--- config.mk ---
export PLATFORM = sky130hd
export DESIGN_NAME = instruction_fetch
export DESIGN_NICKNAME = d
export VERILOG_FILES = /design/src/rtl/instruction_fetch.sv
export SDC_FILE = /design/constraint.sdc
export NUM_CORES = 1
export LEC_CHECK = 0
export ABC_AREA = 1
export CAP_MARGIN = 10
export CORE_AREA = 2 2 85 87
export CTS_CLUSTER_SIZE = 10
export DETAILED_ROUTE_END_ITERATION = 16
export DIE_AREA = 0 0 87 89
export PLACE_DENSITY = 0.82
export SLEW_MARGIN = 20
export SYNTH_ARGS = -nofsm -noshare
export SYNTH_HDL_FRONTEND = slang
export SYNTH_SLANG_ARGS = --single-unit
--- constraint.sdc ---
create_clock -name clk -period 3.8 [get_ports clk]
set_clock_uncertainty 0.05 [all_clocks]
set_input_delay 0.76 -clock clk [delete_from_list [all_inputs] [get_ports clk]]
set_output_delay 0.76 -clock clk [all_outputs]
set_load 0.01 [all_outputs]
--- src/rtl/instruction_fetch.sv ---
// -----------------------------------------------------------------------------
// instruction_fetch
//   Upstream producer for instruction_decoder. Holds the PC, issues one read
//   strobe per instruction to instruction memory, presents the returned word on
//   data_out with DOR, and advances the PC by 4 once the consumer acks. A long
//   ack is counted once: after an accepted handshake the block waits for ack to
//   fall before fetching again.
//
// Optional feature (macro IFETCH_REDIRECT_EN): adds redirect_valid/redirect_pc
//   so the PC can be reloaded from any state. Without it the PC is sequential.
//
// Parameters
//   ADDR_WIDTH  word-address width of instruction memory
//   RESET_PC    PC loaded on reset (4-byte aligned)
//
// Ports
//   clk, reset        clock (posedge) / synchronous active-high reset
//   enable            fetch permitted, sampled only in IDLE
//   imem_rd           one-cycle read strobe
//   imem_addr         word address = pc[ADDR_WIDTH+1:2]
//   imem_data         read data, valid with imem_valid
//   imem_valid        one response per strobe, in order
//   DOR               data_out holds a valid instruction
//   ack_from_next     consumer ack (level)
//   data_out          instruction word, stable while DOR=1
//   pc_out            byte address of the word presented / being fetched
//   redirect_valid    (IFETCH_REDIRECT_EN) load PC from redirect_pc
//   redirect_pc       (IFETCH_REDIRECT_EN) new PC
// -----------------------------------------------------------------------------
module instruction_fetch #(
  parameter int          ADDR_WIDTH = 10,
  parameter logic [31:0] RESET_PC   = 32'h0000_0000
) (
  input  logic                  clk,
  input  logic                  reset,
  input  logic                  enable,
  output logic                  imem_rd,
  output logic [ADDR_WIDTH-1:0] imem_addr,
  input  logic [31:0]           imem_data,
  input  logic                  imem_valid,
  output logic                  DOR,
  input  logic                  ack_from_next,
  output logic [31:0]           data_out,
  output logic [31:0]           pc_out
`ifdef IFETCH_REDIRECT_EN
  ,
  input  logic                  redirect_valid,
  input  logic [31:0]           redirect_pc
`endif
);

  typedef enum logic [2:0] {
    IDLE     = 3'd0,
    REQ      = 3'd1,
    WAIT_MEM = 3'd2,
    PRESENT  = 3'd3,
    ACK_LOW  = 3'd4
  } state_t;

  state_t      state_q, state_d;
  logic [31:0] pc_q, pc_d;
  logic [31:0] data_q, data_d;
  logic        dor_q, dor_d;

  // Number of responses still owed by memory for strobes abandoned by a
  // redirect. Memory answers in order, so the next that many responses are
  // dropped. Stays zero when redirect is compiled out.
  logic [2:0]  drop_q, drop_d;
  logic        drop_inc, drop_dec;
  logic        rsp_take;

  logic        redir_v;
  logic [31:0] redir_pc;

`ifdef IFETCH_REDIRECT_EN
  assign redir_v  = redirect_valid;
  assign redir_pc = redirect_pc;
`else
  assign redir_v  = 1'b0;
  assign redir_pc = RESET_PC;
`endif

  assign imem_rd   = (state_q == REQ);
  assign imem_addr = pc_q[ADDR_WIDTH+1:2];
  assign DOR       = dor_q;
  assign data_out  = data_q;
  assign pc_out    = pc_q;

  // A response is ours only if nothing stale is ahead of it and the fetch
  // is not being redirected away in the same cycle.
  assign rsp_take = (state_q == WAIT_MEM) && imem_valid && (drop_q == 3'd0) && !redir_v;

  // A redirect in REQ abandons the strobe issued this cycle; in WAIT_MEM it
  // abandons the pending one unless that response is arriving right now
  // (then it is simply not taken).
  assign drop_inc = redir_v && ((state_q == REQ) ||
                    ((state_q == WAIT_MEM) && !(imem_valid && (drop_q == 3'd0))));
  assign drop_dec = imem_valid && (drop_q != 3'd0);

  always_comb begin
    state_d = state_q;
    pc_d    = pc_q;
    data_d  = data_q;
    dor_d   = dor_q;
    drop_d  = drop_q + 3'(drop_inc) - 3'(drop_dec);

    unique case (state_q)
      IDLE:     if (enable) state_d = REQ;
      REQ:      state_d = WAIT_MEM;
      WAIT_MEM: if (rsp_take) begin
                  data_d  = imem_data;
                  dor_d   = 1'b1;
                  state_d = PRESENT;
                end
      PRESENT:  if (ack_from_next) begin
                  dor_d   = 1'b0;
                  pc_d    = pc_q + 32'd4;
                  state_d = ACK_LOW;
                end
      ACK_LOW:  if (!ack_from_next) state_d = IDLE;
      default:  state_d = IDLE;
    endcase

    // Redirect overrides the sequential PC update; in REQ/WAIT_MEM and an
    // unacked PRESENT it also restarts the fetch at the new PC.
    if (redir_v) begin
      pc_d = redir_pc;
      unique case (state_q)
        REQ, WAIT_MEM: state_d = REQ;
        PRESENT: if (!ack_from_next) begin
                   dor_d   = 1'b0;
                   state_d = REQ;
                 end
        default: ;
      endcase
    end
  end

  always_ff @(posedge clk) begin
    if (reset) begin
      state_q <= IDLE;
      pc_q    <= RESET_PC;
      data_q  <= 32'h0;
      dor_q   <= 1'b0;
      drop_q  <= 3'd0;
    end else begin
      state_q <= state_d;
      pc_q    <= pc_d;
      data_q  <= data_d;
      dor_q   <= dor_d;
      drop_q  <= drop_d;
    end
  end

endmodule

## Word-level counts from Yosys, hierarchy flattened

Cells that the tools add are included.

- Register bits after elaboration: 71
- Input port bits: 37
- Output and inout bits: 76

- $add $sub $neg: 2
- Equal/unequal tests: 8
- Muxes and demuxes: 8
- Reductions and logical operators: 11

Operator list:

| cell | count |
|---|---|
| 32-bit by 3-bit adder with 32-bit output (second input constant) | 1 |
| 3-bit case mux with 5 select lines | 1 |
| 3-bit 2-to-1 mux | 4 |
| 2-bit inequality test (second input constant) | 4 |
| 3-bit by 2-bit == test with 1-bit output (second input constant) | 2 |
| 3-bit zero test | 2 |
| 2-bit AND reduction | 2 |
| 4-bit AND reduction | 1 |
| 3-bit by 1-bit == test with 1-bit output (second input constant) | 1 |
| 3-bit == test (second input constant) | 1 |
| 1-bit logical AND | 3 |
| 3-bit AND reduction | 1 |
| 3-bit nonzero test | 1 |
| 3-bit by 1-bit subtractor with 3-bit output | 1 |
| 1-bit 2-to-1 mux | 2 |
| 1-bit case mux with 2 select lines | 1 |
| 2-bit nonzero test | 1 |

## Logic depth before layout (Yosys ltp)

- Word-level depth: 5
- Depth in mapped cells: 9
- Depth with buffers taken out: 9

## Worst setup path before layout

No wires, ideal clock.

- Kind: input to register
- Start: input ack_from_next
- End: register pc_q[15], in the netlist pc_out[15]
- Setup time: 116 ps
- Arrival time: 1531 ps
- Required time: 3634 ps
- Slack: 2103 ps
- Stages on the path: 5
- Buffers on the path: 0
- Cell sequence: nand4_4 -> nor3_4 -> nand2_1 -> o21ai_0 -> nor2_1

- Longest elaborated chain between the ends: 1

RTL lines:

| what | line | text |
|---|---|---|
| start: declaration | 42 | `input logic ack_from_next,` |
| 2-bit AND reduction (no line) | - |  |
| end signal: assignment | 148 | `pc_q <= pc_d;` |
| end: declaration | 61 | `logic [31:0] pc_q, pc_d;` |

Every way passes these cells.
A chain may end at the register's enable or synchronous reset.

## Worst setup path in the final report

- Start: input ack_from_next
- End: register pc_q[19], in the netlist pc_out[19]

Same word-level chain as after synthesis.

==> flow_metrics.py <==
metrics = {
    "clock_tree": {
        "cts_num_sinks": 69,
        "cts_setup_buffers": 0,
        "clock_path_buffers": 2,
        "tritoncts": "yes",
        "clk_pin_slew_ns": 0.07,
        "clock_latency_ns": 0.34,
        "holdBufCountCts": 0,
        "h-tree-depth": 3,
        "numCtsBuffers": 9,
        "cts_resized": 0,
        "root_buffer": "clkbuf_8",
    },
    "logic_synthesis": {
        "synth_cells": 458,
        "yosysWarnings": 0,
        "syn_area_per_cell_sq_um": 6.895,
        "synth.cell_area_sq_um": 3158,
        "synth_ff_type": "dfxtp_1",
        "ys_types": 26,
        "async_flop_share_pct": 0,
        "yosysTopAreaCell": "dfxtp_1",
        "yosysMostFrequentCell": "nor2_1",
        "synth.ff_latch_count": 69,
        "synth.top_cells.by_count": "127 x nor2_1, 76 x nand2_1, 69 x dfxtp_1",
        "yosys-top-cells-area": "dfxtp_1 44%, nor2_1 15%, nand2_1 9.0%",
        "seq_area_frac_synth_pct": 43.74,
        "synth_edf_count": 0,
        "synth_top_area_share_pct": 43.74,
    },
    "finish": {
        "fin_util_pct": 66.35,
        "fin_cells": 642,
        "finalNetCount": 597,
        "drive_gt1_share_pct": 4.804,
        "num_antenna_cells": 0,
        "synthToLayoutAreaGrowth_pct": 41.16,
        "fill_cells": 561,
    },
    "route": {
        "wl_per_cell_um": 12.31,
        "drt_iter0_drc": 150,
        "drt-total-wl_mm": 7.903,
        "antenna_left": 0,
        "vias": 3196,
        "drcViolationCount": 0,
        "dr.pass1.iters": 4,
        "vias_per_cell": 4.978,
    },
    "place": {
        "gp_congestion": 0.8969,
        "place_inst": 626,
        "place_hpwl_mm": 5.750,
        "io_buffers": 110,
    },
    "timing": {
        "slew_viol_final": 0,
        "relSlewSlack_pct": 34.64,
        "timing.fmax_mhz": 424.4,
        "finalHoldViolations": 0,
        "fin_tns_setup_ns": 0,
        "fin_crit_ns": 2.356,
        "rsz0062_at_grt": "false",
        "worst_pin_slew_ns": 0.9794,
        "setup_viol": 0,
        "fin_crit_sh_pct": 62.01,
    },
    "flow_run": {
        "cap_violations": 0,
    },
    "critical_path": {
        "r2r_cells": 7,
        "endpoint_kind": "register",
        "critPathArrivalTime_ns": 2.53,
        "cp.required_ns": 3.98,
        "crit_type": "input port to register",
        "crit_path_max_fanout": 13,
        "start_kind": "input port",
    },
    "pwr": {
        "ir_worst_vdd_mv": 0.3510,
        "p_per_area_nw_per_um2": 418.6,
        "leakagePower_nw": 1.798,
    },
    "floorplanning": {
        "num_io_pins": 113,
        "rows": 30,
        "core_sq_um": 6719,
        "die_area_sq_um": 7743,
        "initial_utilization_pct": 47.00,
        "die_height_um": 89,
        "die-width_um": 87,
    },
    "worst_hold_path": {
        "hold_class": "register to register",
        "hold_depth": 2,
    },
    "global_route": {
        "grt_pass1_vias": 3060,
        "grt_max_degree": 34,
        "grt_pass1_wl_mm": 13.17,
        "overflow": 0,
        "antenna_found_initial": 0,
        "grt_util_all_layers_pct": 21.36,
    },
    "outcome": {
        "status": "finished, final reports clean",
    },
}
[kinds of logic after synthesis]
group,after synthesis,synth area share (%)
other cells,1,0.1187
buf+inv,74,10.58
xor+xnor,5,1.387
compound gates,61,9.905
fa+ha+maj,3,1.189
simple gates,245,33.08
flops,69,43.74
[state kept, by name, summed over array words and instances (netlist names)]
register / flops
DOR: 1
data_out: 32
drop_q: 3
pc_out: 30
state_q: 3
[where the power goes]
part	leakage (nW)	switching, mW	internal [mW]
sequential	0.558	0.0458	0.792
clock	0.112	0.285	0.386
combinational	1.13	0.171	0.186
total	1.80	0.502	1.36
[per-layer routing]
metal | GRT usage, % | vias to the layer above | part of all wire [%] | wire length [um]
met3 | 6.741 | 9 | 7.4 | 586
met1 | 24.19 | 1439 | 42 | 3297
met4 | 8.523 | 0 | 1.2 | 91
li1 | - | 1628 | - | -
met5 | 0 | - | 0 | 0
met2 | 37.47 | 120 | 50 | 3928
[critical path, cell delays in order]
cell             delay [ns]
clkdlybuf4s50_1        0.65
nand4_4                0.32
nor2_2                 0.36
nand2_1                0.16
nor2_1                 0.13
nand2_1                0.06
nand2_1                0.07
nor2_1                 0.03
[cell usage in the layout, fill, tap and decap left out, types with 4 or more instances in the layout]
master / n
nand4_1: 14
clkdlybuf4s50_1: 110
a21oi_1: 13
dfxtp_1: 69
nor3_1: 6
inv_1: 48
nand3_1: 14
clkbuf_8: 10
xnor2_1: 4
nand2_1: 76
nor2_1: 126
o21ai_0: 44
[layout make-up]
cell class,instances,area [sq um],area share [%]
inverters,48,180.2,4.042
flip-flops and latches,69,1381,30.98
well taps,80,100.1,2.245
multi-input cells,316,1449,32.50
clock inverters,6,86.33,1.937
clock buffers,10,137.6,3.087
repair buffers,113,1124,25.20
[final timing paths]
path | startpoint | end | slack [ns]
worst max-delay path | ack_from_next | pc_out[19] | 1.44
worst min-delay path | DOR | DOR | 0.43
worst max register to register | drop_q[0] | data_out[19] | 1.74
worst min register to register | DOR | DOR | 0.43
[metrics by stage]
step	power, mW	worst slack [ns]	area, sq um	hold WS [ns]
6_report	1.866	1.444	4458	0.4282
5_1_grt	1.964	1.254	4458	0.4593
4_1_cts	1.883	1.439	4458	0.4277
3_5_place_dp	1.213	1.078	4234	0.4144
3_3_place_gp	1.203	1.130	4234	0.4073
2_1_floorplan	1.026	2.103	3162	0.4332
(Power assumes the default switching activity.)
